$ cat src/rtl/priority_arbiter8.sv
// Eight-way request arbiter with fixed or rotating priority, a hold limit,
// and a mandatory one-cycle gap between grants.
module priority_arbiter8 #(
    parameter int MAX_HOLD = 15
) (
    input  logic       clk,
    input  logic       rst_n,
    input  logic [7:0] req,
    input  logic       rr_en,
    output logic [7:0] gnt,
    output logic [2:0] gnt_id,
    output logic       gnt_valid,
    output logic       timeout
);

    typedef enum logic [1:0] {
        IDLE  = 2'd0,
        GRANT = 2'd1,
        GAP   = 2'd2
    } state_t;

    localparam logic [7:0] HOLD_LAST = 8'(MAX_HOLD - 1);

    state_t     state;
    state_t     state_nx;
    logic [7:0] hold_cnt;
    logic [7:0] hold_nx;
    logic [2:0] last_id;
    logic [2:0] last_nx;
    logic [7:0] gnt_nx;
    logic [2:0] id_nx;
    logic       valid_nx;
    logic       to_nx;

    logic [2:0] win_id;
    logic       win_found;
    logic [2:0] scan_idx;

    // Scan order: fixed starts at 7; rotating starts just below last_id
    // and ends on last_id itself, so the previous winner ranks lowest.
    always_comb begin
        win_id    = 3'd0;
        win_found = 1'b0;
        scan_idx  = 3'd0;
        for (int k = 1; k <= 8; k++) begin
            scan_idx = rr_en ? (last_id - 3'(k)) : 3'(8 - k);
            if (!win_found && req[scan_idx]) begin
                win_found = 1'b1;
                win_id    = scan_idx;
            end
        end
    end

    always_comb begin
        state_nx = state;
        hold_nx  = hold_cnt;
        last_nx  = last_id;
        gnt_nx   = gnt;
        id_nx    = gnt_id;
        valid_nx = gnt_valid;
        to_nx    = 1'b0;
        case (state)
            IDLE: begin
                gnt_nx   = 8'd0;
                id_nx    = 3'd0;
                valid_nx = 1'b0;
                if (win_found) begin
                    gnt_nx   = 8'd1 << win_id;
                    id_nx    = win_id;
                    valid_nx = 1'b1;
                    hold_nx  = 8'd0;
                    last_nx  = win_id;
                    state_nx = GRANT;
                end
            end
            GRANT: begin
                if (!req[gnt_id] || hold_cnt == HOLD_LAST) begin
                    // Release wins over the limit when both hit together.
                    to_nx    = req[gnt_id];
                    gnt_nx   = 8'd0;
                    id_nx    = 3'd0;
                    valid_nx = 1'b0;
                    hold_nx  = 8'd0;
                    state_nx = GAP;
                end else begin
                    hold_nx = hold_cnt + 8'd1;
                end
            end
            GAP: begin
                gnt_nx   = 8'd0;
                id_nx    = 3'd0;
                valid_nx = 1'b0;
                state_nx = IDLE;
            end
            default: begin
                gnt_nx   = 8'd0;
                id_nx    = 3'd0;
                valid_nx = 1'b0;
                hold_nx  = 8'd0;
                state_nx = IDLE;
            end
        endcase
    end

    always_ff @(posedge clk or negedge rst_n) begin
        if (!rst_n) begin
            state     <= IDLE;
            hold_cnt  <= 8'd0;
            last_id   <= 3'd0;
            gnt       <= 8'd0;
            gnt_id    <= 3'd0;
            gnt_valid <= 1'b0;
            timeout   <= 1'b0;
        end else begin
            state     <= state_nx;
            hold_cnt  <= hold_nx;
            last_id   <= last_nx;
            gnt       <= gnt_nx;
            gnt_id    <= id_nx;
            gnt_valid <= valid_nx;
            timeout   <= to_nx;
        end
    end

endmodule

$ cat config.mk
export PLATFORM = sky130hd
export DESIGN_NAME = priority_arbiter8
export DESIGN_NICKNAME = d
export VERILOG_FILES = /design/src/rtl/priority_arbiter8.sv
export SDC_FILE = /design/constraint.sdc
export NUM_CORES = 1
export LEC_CHECK = 0
export BUFFER_PORTS_ARGS = -buffer_cell sky130_fd_sc_hd__buf_2
export CORE_MARGIN = 2
export CORE_UTILIZATION = 55
export CTS_BUF_LIST = sky130_fd_sc_hd__clkbuf_4
export DETAILED_ROUTE_END_ITERATION = 12
export PLACE_DENSITY = 0.75
export SYNTH_ARGS = -nofsm -noshare
export SYNTH_HDL_FRONTEND = slang
export SYNTH_SLANG_ARGS = --single-unit
export TNS_END_PERCENT = 20
$ cat constraint.sdc
create_clock -name clk -period 4.3 [get_ports clk]
set_clock_uncertainty 0.2 [all_clocks]
set_input_delay 0.86 -clock clk [delete_from_list [all_inputs] [get_ports clk]]
set_output_delay 0.86 -clock clk [all_outputs]
set_load 0.01 [all_outputs]
==> flow_metrics.py <==
metrics = {
    "clock_network": {
        "cts_buffers": 3,
        "clkSinkCount": 26,
        "ctsResizeCount": 0,
        "htreeDepth": 1,
        "post_cts_hold_buffer_count": 0,
        "clk_latency_ns": 0.31,
        "cts.root.buffer_cell": "clkbuf_4",
        "post_cts_buffers": 0,
        "clk_path_buf_depth": 2,
        "tritoncts": "built",
        "path_clk_slew_ns": 0.13,
    },
    "pwr": {
        "leakage_nw": 1.09,
        "comb_power_share_pct": 71.3,
        "switching_share_pct": 50.7,
        "power_density_nw_per_um2": 715,
        "p_clk_share_pct": 5.8,
        "internal_power_mw": 0.841,
        "power.share.sequential_pct": 22.9,
        "power.switching_mw": 0.866,
        "ir_worst_vdd_mv": 0.389,
    },
    "detailed_routing": {
        "wl_per_cell_um": 17.2,
        "vias_per_cell": 6.67,
        "via_count": 2167,
        "dr.pass1.iters": 5,
        "ant_nets": 0,
        "finalWirelength_mm": 5.60,
        "drc": 0,
        "dr.first_iter.drc_count": 293,
    },
    "global_routing": {
        "antenna_found_initial": 0,
        "grt_pass1_vias": 1852,
        "grt_pass1_wl_mm": 9.00,
        "grt_overflow_total": 0,
        "grt_max_degree": 27,
        "grtUsageTotal_pct": 26.3,
    },
    "yosys": {
        "synth_seq_cells": 26,
        "synthesis.nets": 274,
        "seq_area_frac_synth_pct": 29.2,
        "synth_enable_flop_cells": 0,
        "synth.area.top_cells": "dfrtp_1, mux4_2, mux2i_1, nand2_1, o21ai_0",
        "async_reset_ff_share_pct": 100,
        "synth_cell_types": 58,
        "ys_warn_count": 0,
        "syn_area_per_cell_um2": 8.59,
        "netlist_instances": 259,
        "synthDominantCellAreaShare_pct": 29.2,
        "post-synth-top-area-cell": "dfrtp_1",
        "synth_ff_type": "dfrtp_1",
        "netlist_area_um2": 2220,
    },
    "setup_path": {
        "cp_max_fo": 22,
        "crit_type": "in -> reg",
        "arrival_ns": 3.63,
        "crit_chain": "buf_2 -> nand2_4 -> mux2_1 -> mux4_2 -> or4_1 -> nor2_1 -> a2bb2oi_1 -> or2_2 -> a32o_1",
        "startpoint_type": "primary input",
        "cpPeakStageDelay_ns": 0.52,
        "required_ns": 4.31,
        "slowest_stage": "or4_1",
        "end_kind": "flop",
    },
    "layout": {
        "fillers": 364,
        "area_delta_synth_final_pct": 7.20,
        "diodes": 0,
        "nNetsFinal": 292,
        "mostFrequentLayoutCell": "nand2_1",
        "most-common-layout-cells": "nand2_1, dfrtp_1, buf_2",
        "drive_above_1_share_pct": 18.5,
        "final_area_um2": 2380,
    },
    "place": {
        "placed_area_um2": 2360,
        "gp_congestion": 0.912,
        "dp_hpwl_mm": 4.20,
        "portBuffers": 23,
        "pre_cts_ws_ns": 0.394,
    },
    "timing": {
        "finalCriticalPeriod_ns": 3.62,
        "hold_viol": 0,
        "period_share_pct": 84.1,
        "setup_slack_ns": 0.683,
        "report.final.slew_viol_count": 0,
        "setup_viol": 0,
        "setup_tns_ns": 0,
        "rsz0062_at_grt": "false",
        "fmax_ghz": 0.277,
        "slew_headroom_pct": 23.4,
        "tightest_slew_ns": 1.15,
    },
    "floorplan": {
        "pin_count": 24,
        "die_y_um": 67.6,
        "rows": 23,
        "core_area_um2": 3940,
        "die_w_um": 67.6,
        "start_util_pct": 56.4,
        "dieArea_um2": 4570,
    },
    "worst_hold_path": {
        "hold_path.class": "reg -> reg",
    },
    "run_status": {
        "outcome": "complete, no violations",
    },
    "run": {
        "drv_cap": 0,
    },
}
[layer usage]
layer	track usage [%]	vias up	part of all wire, %
li1	-	1013	-
met1	37.5	1013	44
met2	40.0	119	44
met3	3.00	22	7.5
met4	11.7	0	3.8
met5	0	-	0
[sequential cells by signal (all words and copies together) (netlist names)]
| signal | flops |
|---|---|
| timeout | 1 |
| state | 2 |
| gnt_valid | 1 |
| gnt_id | 3 |
| hold_cnt | 8 |
| last_id | 3 |
| gnt | 8 |
[synthesized netlist by cell type (3+ instances only)]
cell type,number
nand2_1,32
dfrtp_1,26
o21ai_0,20
nor2_1,15
mux2i_1,12
a21oi_1,11
inv_1,10
clkbuf_1,7
mux4_2,7
nand3_1,7
nor3_1,7
o31ai_1,7
and2_1,6
a31oi_1,5
and3_1,5
buf_2,5
o211ai_1,5
a32o_1,4
ha_1,4
nand2b_1,4
a211o_1,3
a21o_1,3
mux2_2,3
nand4_1,3
nor2b_1,3
o22ai_1,3
or2_2,3
xor2_1,3
[cell families after synthesis]
logic type	Yosys count	synth area share (%)
buf+inv	25	5.17
xor+xnor	4	1.58
flops	26	29.2
fa+ha+maj	4	2.25
simple gates	92	20.4
mux	24	15.2
compound gates	84	26.2
[metrics by stage]
stage          utilization (%)  instances  power, mW  hold slack, ns
4_1_cts                   60.5        325       1.69           0.289
6_report                  60.5        325       1.71           0.287
3_5_place_dp              59.9        322       1.59           0.262
5_1_grt                   60.5        325       1.84           0.323
2_1_floorplan                -        259       1.32           0.237
3_3_place_gp              59.9        322       1.58           0.254
[power by group through the flow]
stage	combinational [mW]	sequential [mW]	clock [mW]
2_1_floorplan	0.920	0.395	0
3_3_place_gp	1.19	0.394	0
3_5_place_dp	1.19	0.395	0
4_1_cts	1.20	0.390	0.101
5_1_grt	1.34	0.403	0.105
6_report	1.22	0.391	0.0986
[path summary, 6_finish.rpt]
path,from,end,slack (ns),cells past startpoint
max,rr_en,gnt[6],0.68,9
min,hold_cnt[3],hold_cnt[3],0.29,1
max reg2reg,last_id[0],gnt[6],0.91,9
min reg2reg,hold_cnt[3],hold_cnt[3],0.29,1
max in group asynchronous,rst_n,gnt[7],3.22,1
min in group asynchronous,rst_n,hold_cnt[6],0.32,1
[critical path: cells and delay by family]
family,cells,cell delay (ns)
mux,2,0.86
buf+inv,1,0.31
compound gates,2,0.36
simple gates,4,1.23
[cell type report]
class	instances	area (um^2)	area share, %
Sequential cell	26	651	27.3
Tap cell	50	62.6	2.62
Inverter	10	37.5	1.57
Timing Repair Buffer	28	153	6.40
Multi-Input combinational cell	208	1460	61.2
Clock buffer	3	22.5	0.944
Power figures use the tool's default switching activity.
